### src/rtl/bcd_to_bin_1_if.sv
// Handshake and data bundle for the bcd_to_bin_1 converter.
// The master drives the request and BCD digits; the slave (converter) returns the result.
interface bcd_to_bin_1_if;
    logic        start;
    logic [3:0]  qian;
    logic [3:0]  bai;
    logic [3:0]  shi;
    logic [3:0]  ge;
    logic [13:0] bin;
    logic        busy;
    logic        done;
    logic        err;

    modport master (
        output start, qian, bai, shi, ge,
        input  bin, busy, done, err
    );

    modport slave (
        input  start, qian, bai, shi, ge,
        output bin, busy, done, err
    );
endinterface

### src/rtl/bcd_to_bin_1.sv
// Sequential 4-digit BCD to 14-bit binary converter (reverse double-dabble, one bit per clock).
// Define BCD_CHECK_EN to reject digits above 9 with err and a one-cycle done instead of converting.
module bcd_to_bin_1 (
    input  logic           clk_100M,
    input  logic           rst,
    bcd_to_bin_1_if.slave  bus
);

    localparam logic [1:0] IDLE  = 2'd0;
    localparam logic [1:0] SHIFT = 2'd1;
`ifdef BCD_CHECK_EN
    localparam logic [1:0] FAULT = 2'd2;
`endif

    logic [1:0]  state;
    logic [15:0] bcd_r;
    logic [13:0] bin_r;
    logic [3:0]  cnt;
    logic [15:0] bcd_sh;
    logic [15:0] bcd_adj;
    logic [13:0] bin_sh;

    // Shift the combined register right, then pull each nibble that reached 8+ back by 3.
    // The correction is skipped on the final shift since bcd_r is no longer needed.
    always_comb begin
        bcd_sh  = {1'b0, bcd_r[15:1]};
        bin_sh  = {bcd_r[0], bin_r[13:1]};
        bcd_adj = bcd_sh;
        for (int i = 0; i < 4; i++) begin
            if (cnt != 4'd13 && bcd_sh[i*4+3])
                bcd_adj[i*4 +: 4] = bcd_sh[i*4 +: 4] - 4'd3;
        end
    end

`ifdef BCD_CHECK_EN
    logic bad_digit;
    assign bad_digit = (bus.qian > 4'd9) || (bus.bai > 4'd9) ||
                       (bus.shi > 4'd9) || (bus.ge > 4'd9);
`else
    assign bus.err = 1'b0;
`endif

    always_ff @(posedge clk_100M) begin
        if (rst) begin
            state    <= IDLE;
            bcd_r    <= '0;
            bin_r    <= '0;
            cnt      <= '0;
            bus.bin  <= '0;
            bus.busy <= 1'b0;
            bus.done <= 1'b0;
`ifdef BCD_CHECK_EN
            bus.err  <= 1'b0;
`endif
        end else begin
            bus.done <= 1'b0;
            case (state)
                IDLE: begin
                    if (bus.start) begin
                        bcd_r <= {bus.qian, bus.bai, bus.shi, bus.ge};
                        bin_r <= '0;
                        cnt   <= '0;
`ifdef BCD_CHECK_EN
                        if (bad_digit) begin
                            bus.err <= 1'b1;
                            bus.bin <= '0;
                            state   <= FAULT;
                        end else begin
                            bus.err  <= 1'b0;
                            bus.busy <= 1'b1;
                            state    <= SHIFT;
                        end
`else
                        bus.busy <= 1'b1;
                        state    <= SHIFT;
`endif
                    end
                end
                SHIFT: begin
                    bcd_r <= bcd_adj;
                    bin_r <= bin_sh;
                    cnt   <= cnt + 4'd1;
                    if (cnt == 4'd13) begin
                        bus.bin  <= bin_sh;
                        bus.done <= 1'b1;
                        bus.busy <= 1'b0;
                        state    <= IDLE;
                    end
                end
`ifdef BCD_CHECK_EN
                FAULT: begin
                    bus.done <= 1'b1;
                    state    <= IDLE;
                end
`endif
                default: state <= IDLE;
            endcase
        end
    end

endmodule

### src/flat_wrapper.sv
// flat-port wrapper written by rule: the top's interface ports become plain ports
module bcd_to_bin_1_flat 
  (clk_100M, rst, bus_start, bus_qian, bus_bai, bus_shi, bus_ge, bus_bin, bus_busy, bus_done, bus_err);
  bcd_to_bin_1_if bus_i ();
  input  logic clk_100M;
  input  logic rst;
  input wire logic [$bits(bus_i.start)-1:0] bus_start;
  input wire logic [$bits(bus_i.qian)-1:0] bus_qian;
  input wire logic [$bits(bus_i.bai)-1:0] bus_bai;
  input wire logic [$bits(bus_i.shi)-1:0] bus_shi;
  input wire logic [$bits(bus_i.ge)-1:0] bus_ge;
  output wire logic [$bits(bus_i.bin)-1:0] bus_bin;
  output wire logic [$bits(bus_i.busy)-1:0] bus_busy;
  output wire logic [$bits(bus_i.done)-1:0] bus_done;
  output wire logic [$bits(bus_i.err)-1:0] bus_err;
  assign bus_i.start = bus_start;
  assign bus_i.qian = bus_qian;
  assign bus_i.bai = bus_bai;
  assign bus_i.shi = bus_shi;
  assign bus_i.ge = bus_ge;
  assign bus_bin = bus_i.bin;
  assign bus_busy = bus_i.busy;
  assign bus_done = bus_i.done;
  assign bus_err = bus_i.err;
  bcd_to_bin_1 u_core (.clk_100M(clk_100M), .rst(rst), .bus(bus_i));
endmodule
### config.mk
export PLATFORM = sky130hd
export DESIGN_NAME = bcd_to_bin_1_flat
export DESIGN_NICKNAME = d
export VERILOG_FILES = /design/src/rtl/bcd_to_bin_1_if.sv /design/src/rtl/bcd_to_bin_1.sv /design/src/flat_wrapper.sv
export SDC_FILE = /design/constraint.sdc
export NUM_CORES = 1
export LEC_CHECK = 0
export CORE_MARGIN = 3
export CORE_UTILIZATION = 47
export CTS_CLUSTER_SIZE = 12
export DETAILED_ROUTE_END_ITERATION = 16
export GPL_ROUTABILITY_DRIVEN = 0
export PLACE_DENSITY = 0.75
export SYNTH_ARGS = -nofsm -noshare
export SYNTH_HDL_FRONTEND = slang
export SYNTH_SLANG_ARGS = --single-unit
### constraint.sdc
create_clock -name clk_100M -period 1.45 [get_ports clk_100M]
set_input_delay 0.29 -clock clk_100M [delete_from_list [all_inputs] [get_ports clk_100M]]
set_output_delay 0.29 -clock clk_100M [all_outputs]
set_load 0.01 [all_outputs]
* Yosys cells after proc, flatten, opt, wreduce, memory -nomap -nowiden
Cells that the tools add are included.
** Word-level totals
- Bits of input ports :: 19
- Register bits :: 52
** Operators by class
- Reduce and logical (&&, ||, !) cells :: 10
- Eq/ne operators :: 5
- Muxes and demuxes :: 16
- $add $sub $neg :: 4
- Bitwise gates (word level) :: 1
** Operators with widths (count)
- 16-bit case mux with 2 select lines :: 1
- 14-bit case mux with 2 select lines :: 1
- 16-bit 2-to-1 mux :: 1
- 4-bit 2-to-1 mux :: 4
- 14-bit 2-to-1 mux :: 1
- 4-bit by 2-bit subtractor with 4-bit output, second input constant :: 3
- 4-bit case mux with 2 select lines :: 1
- 2-bit AND reduction :: 3
- 4-bit by 1-bit adder with 4-bit output, second input constant :: 1
- 4-bit equality test, second input constant :: 1
- 2-bit 2-to-1 mux :: 2
- 4-bit inequality test, second input constant :: 1
- 2-bit case mux with 2 select lines :: 1
- 1-bit logical AND :: 3
- 1-bit 2-to-1 mux :: 3
- 3-bit AND reduction :: 1
- 2-bit by 1-bit equality test with 1-bit output, second input constant :: 1
- 2-bit logical NOT :: 1
- 2-bit by 1-bit inequality test with 1-bit output, second input constant :: 1
- 2-bit inequality test, second input constant :: 1
- 1-bit case mux with 2 select lines :: 1
- 2-bit nonzero test :: 1
- 2-bit OR reduction :: 1
- 1-bit inverter :: 1

* Logic depth before layout (Yosys ltp)
- Depth after elaboration :: 4
- Depth in mapped cells :: 6
- Mapped depth without buffers :: 5

* Worst setup path after synthesis
OpenSTA, ideal clock, no wires.
- Path type :: register to register
- Start point :: reg u_core.cnt[1]
- End point :: reg u_core.bcd_r[8]
- Setup slack :: -0.084 ns
- Data required time :: 1.362 ns
- Stages on the path, launching flop included :: 7
- Arrival :: 1.445 ns
- Path through :: dfxtp_1 -> inv_1 -> ha_1 -> and3_4 -> buf_6 -> or3_1 -> a311oi_2
** Between the ends
- Word-level cells in the longest chain between the ends :: 4
** RTL lines
- start, declared :: RTL line bcd_to_bin_1.sv:18 : logic [3:0] cnt;
- start signal, assigned :: RTL line bcd_to_bin_1.sv:82 : cnt <= cnt + 4'd1;
- 4-bit inequality test :: RTL line bcd_to_bin_1.sv:30 : if (cnt != 4'd13 && bcd_sh[i*4+3])
- 1-bit logical AND :: RTL line bcd_to_bin_1.sv:30
- 4-bit 2-to-1 mux :: RTL line bcd_to_bin_1.sv:30
- 16-bit case mux with 2 select lines :: RTL line bcd_to_bin_1.sv:57 : case (state)
- end signal, assigned :: RTL line bcd_to_bin_1.sv:60 : bcd_r <= {bus.qian, bus.bai, bus.shi, bus.ge};
- end signal, assigned :: RTL line bcd_to_bin_1.sv:80 : bcd_r <= bcd_adj;
- end, declared :: RTL line bcd_to_bin_1.sv:16 : logic [15:0] bcd_r;
Every way passes these cells.
A chain may end at the register's enable or synchronous reset.

* Final worst setup path
- Start point :: reg u_core.cnt[1]
- End point :: reg u_core.bcd_r[6]
The elaborated chain is that of the path after synthesis.

==> run metrics <==
end of the worst register-to-register path=u_core.bcd_r[6]; Fmax=between 0.6 and 0.7 GHz; LEAKAGE=1.16 nW; WL final=between 4000 and 5000 um; root buffer cell=clkbuf_8; Worst Path Required=approximately 1.7 ns; Sequential Power Share=around 55%; final worst setup slack=-0.00686 ns; ys async rst share=0%; Reg area=approximately 980 um^2; Post-Synthesis Mean Instance Area=between 9 and 10 um^2; gr ovfl total=0; number of cell rows=24; Worst Hold Path EP=u_core.bus.bin[1]; clock sink count=slightly below 50; hold path startpoint=u_core.bus.bin[1]; most frequent cells in the layout=dfxtp_1 (47), buf_4 (27), a21oi_1 (22), nor2_1 (19), clkdlybuf4s50_1 (18); CTS tree=built; initial drt markers=a little over 80; clock skew=0.00358 ns; CP Cell Sequence=inv_2 -> ha_4 -> and3_4 -> or4_4 -> a311oi_2; vias per cell=roughly 5.6; final worst-path cycle share=100%; Setup Viol. Count Final=2; CTS Buf Count=5; share of layout cells above drive strength 1=18.7%; Initial Util=between 40 and 50%; slowest CP cell=or4_4; WP buf/inv=1; total core area=4410 um^2; crit path DAT=1.68 ns; DP Area=2750 um^2; pin count of the biggest net entering global routing=28; Post-synth EDFFs=0; number of max-cap violations=0; Pint=between 0.0015 and 0.002 W; Antenna diodes=0; critical path type=register to register; Crit. End Element=register; Hold WC Path Type=register to register; hpwl dp=3110 um; setup TNS=-0.00869 ns; gr usage total=between 15 and 20%; Cells after Synth=between 200 and 250; max incr delay on CP=0.42 ns; Total Die Area=roughly 5500 um^2; ANT nets after route=0; Filler Cells Inserted=approximately 370; buffers added on ports=34; Critical Path Source Type=register; Final Slew Violations=0; Finished Cell Area=roughly 2900 um^2; R2R Path Start=u_core.cnt[1]; multi-input logic area=1110 um^2; RSZ-0062 raised after global routing=true; Switching Fraction=roughly a quarter; P_sw=~0.00066 W; clk_lat worst skew=roughly 0.3 ns; Power Dens Cells=between 800 and 900 nW/um^2; area growth from synthesis to layout=33.3%; crit-path leading delay family=simple AND/OR/NAND/NOR gates; clk slew on worst S/H paths=approximately 0.090 ns; routed vias=between 1500 and 2000; Comb power frac=approximately 14%; Synth Flop Type=dfxtp_1; Mapped Area=2170 um^2; number of global-route vias before repair=1705; count of final hold-check violations=0; clock power share=between 30% and 40%; initial antenna violation count=0; H-tree lvl count=2; most common cell after layout, fill and taps aside=dfxtp_1; drt wl/cell=approximately 14 um; first-pass GRT wire length=between 7000 and 8000 um; Synth Warn #=0; IO Pins=36; CP Max Fanout=7; Final Net Count=306; setup slack, reg-to-reg=-0.007 ns; failing checks=setup timing; synthesis-stage register bit count=roughly 50; Pre-Repair DR Iteration Count=4; Synth cell types=37; Synth Net Count=between 200 and 300; status=complete, but fails checks; clock period minus worst slack=about 1.5 ns; R2R depth=5; Hold Path Cell Cnt=1; VDD IR max=between 0.4 and 0.5 mV; overall die width=73.9 um; Longest Clk Path Bufs=2; Seq/Total Area, Yosys=45.3%; DR DRC count=0; DIE HEIGHT=73.9 um
synthesized netlist by cell type, types with 4 or more instances:
cell	count	area (um^2)
a311oi_1	8	70.1
ha_1	5	62.6
inv_1	5	18.8
a21oi_1	22	110
dfxtp_1	49	981
nor2_1	19	71.3
mux2i_1	4	40.0
buf_2	9	45.0
o21ai_1	5	25.0
a211oi_1	9	67.6
nor3b_1	15	113
nand3_1	4	20.0
clkbuf_1	6	22.5
nand2_1	6	22.5
nor2b_1	10	62.6
a22o_1	17	149
worst register-to-register path, delay by kind of cell (launching register included):
family	cells	cell delay, ns
adders and majority gates	1	0.16
buffers and inverters	1	0.05
DFF	1	0.34
AOI/OAI and AO/OA	1	0.21
and+or+nand+nor	2	0.63
stage by stage:
step | utilization, % | setup slack [ns] | power, W | hold slack, ns | std cells
finish | 65.4 | -0.00686 | 0.00257 | 0.475 | 335
global route | 65.4 | -0.0736 | 0.00270 | 0.501 | 335
CTS | 64.7 | -0.00711 | 0.00260 | 0.483 | 334
detailed placement | 62.2 | -0.201 | 0.00179 | 0.467 | 322
global placement | 62.2 | -0.151 | 0.00178 | 0.442 | 322
floorplan | - | -0.0265 | 0.00163 | 0.430 | 227
flip-flops by register name, summed over array words and instances, names as in the netlist:
signal,flops
u_core.cnt,4
u_core.bus.done,1
u_core.bcd_r,16
u_core.bin_r,13
u_core.bus.bin,14
u_core.state,1
logic make-up (layout without fill, tap and decap cells):
family / count (synthesis) / in the layout / share of synthesized area, %
flip-flops: 49 / 49 / 45.3
AND/OR/NAND/NOR: 69 / 70 / 19.1
AO/OA/AOI/OAI: 71 / 71 / 23.2
adder cells (fa/ha/maj): 5 / 5 / 2.89
multiplexers: 7 / 7 / 3.41
buffers and inverters: 24 / 79 / 5.55
other: 1 / 1 / 0.173
XOR/XNOR: 1 / 1 / 0.404
layer usage:
| layer | share of wire (%) | GRT usage (%) | up-vias |
|---|---|---|---|
| met5 | 0 | 0 | - |
| met4 | 0.87 | 6.64 | 0 |
| met3 | 5.1 | 3.28 | 6 |
| met2 | 48 | 29.7 | 39 |
| met1 | 46 | 22.4 | 887 |
| li1 | - | - | 946 |
how the worst max path moves through the flow:
stage,startpoint,end,slack [ns],cells after the start
3_5_place_dp,bus_start,u_core.bcd_r[11],-0.20,5
6_report,u_core.cnt[1],u_core.bcd_r[6],-0.007,5
2_1_floorplan,u_core.cnt[1],u_core.bcd_r[8],-0.03,6
4_1_cts,u_core.cnt[1],u_core.bcd_r[10],-0.007,5
3_3_place_gp,bus_start,u_core.bcd_r[11],-0.15,5
5_1_grt,u_core.cnt[1],u_core.bcd_r[10],-0.07,5
power groups by stage:
stage | Combinational [W] | Sequential, W | Clock, W
finish | 0.000359 | 0.00142 | 0.000799
global route | 0.000394 | 0.00142 | 0.000886
CTS | 0.000351 | 0.00141 | 0.000831
detailed placement | 0.000347 | 0.00144 | 0
global placement | 0.000337 | 0.00145 | 0
floorplan | 0.000189 | 0.00144 | 0
layout make-up:
cell class	instances	share of cell area (%)
timing repair buffer	66	21.7
sequential	49	34.1
multi-input combinational	155	38.3
clock inverter	2	0.520
clock buffer	6	2.51
inverter	5	0.650
tap	52	2.25
timing repair:
item	4_1_cts	5_1_grt
endpoints found under the setup margin	29	11
hold buffers	0	0
cloned	1	0
setup buffers	3	1
gates resized for setup	17	5
pin swaps	4	0
(Power assumes the default switching activity.)
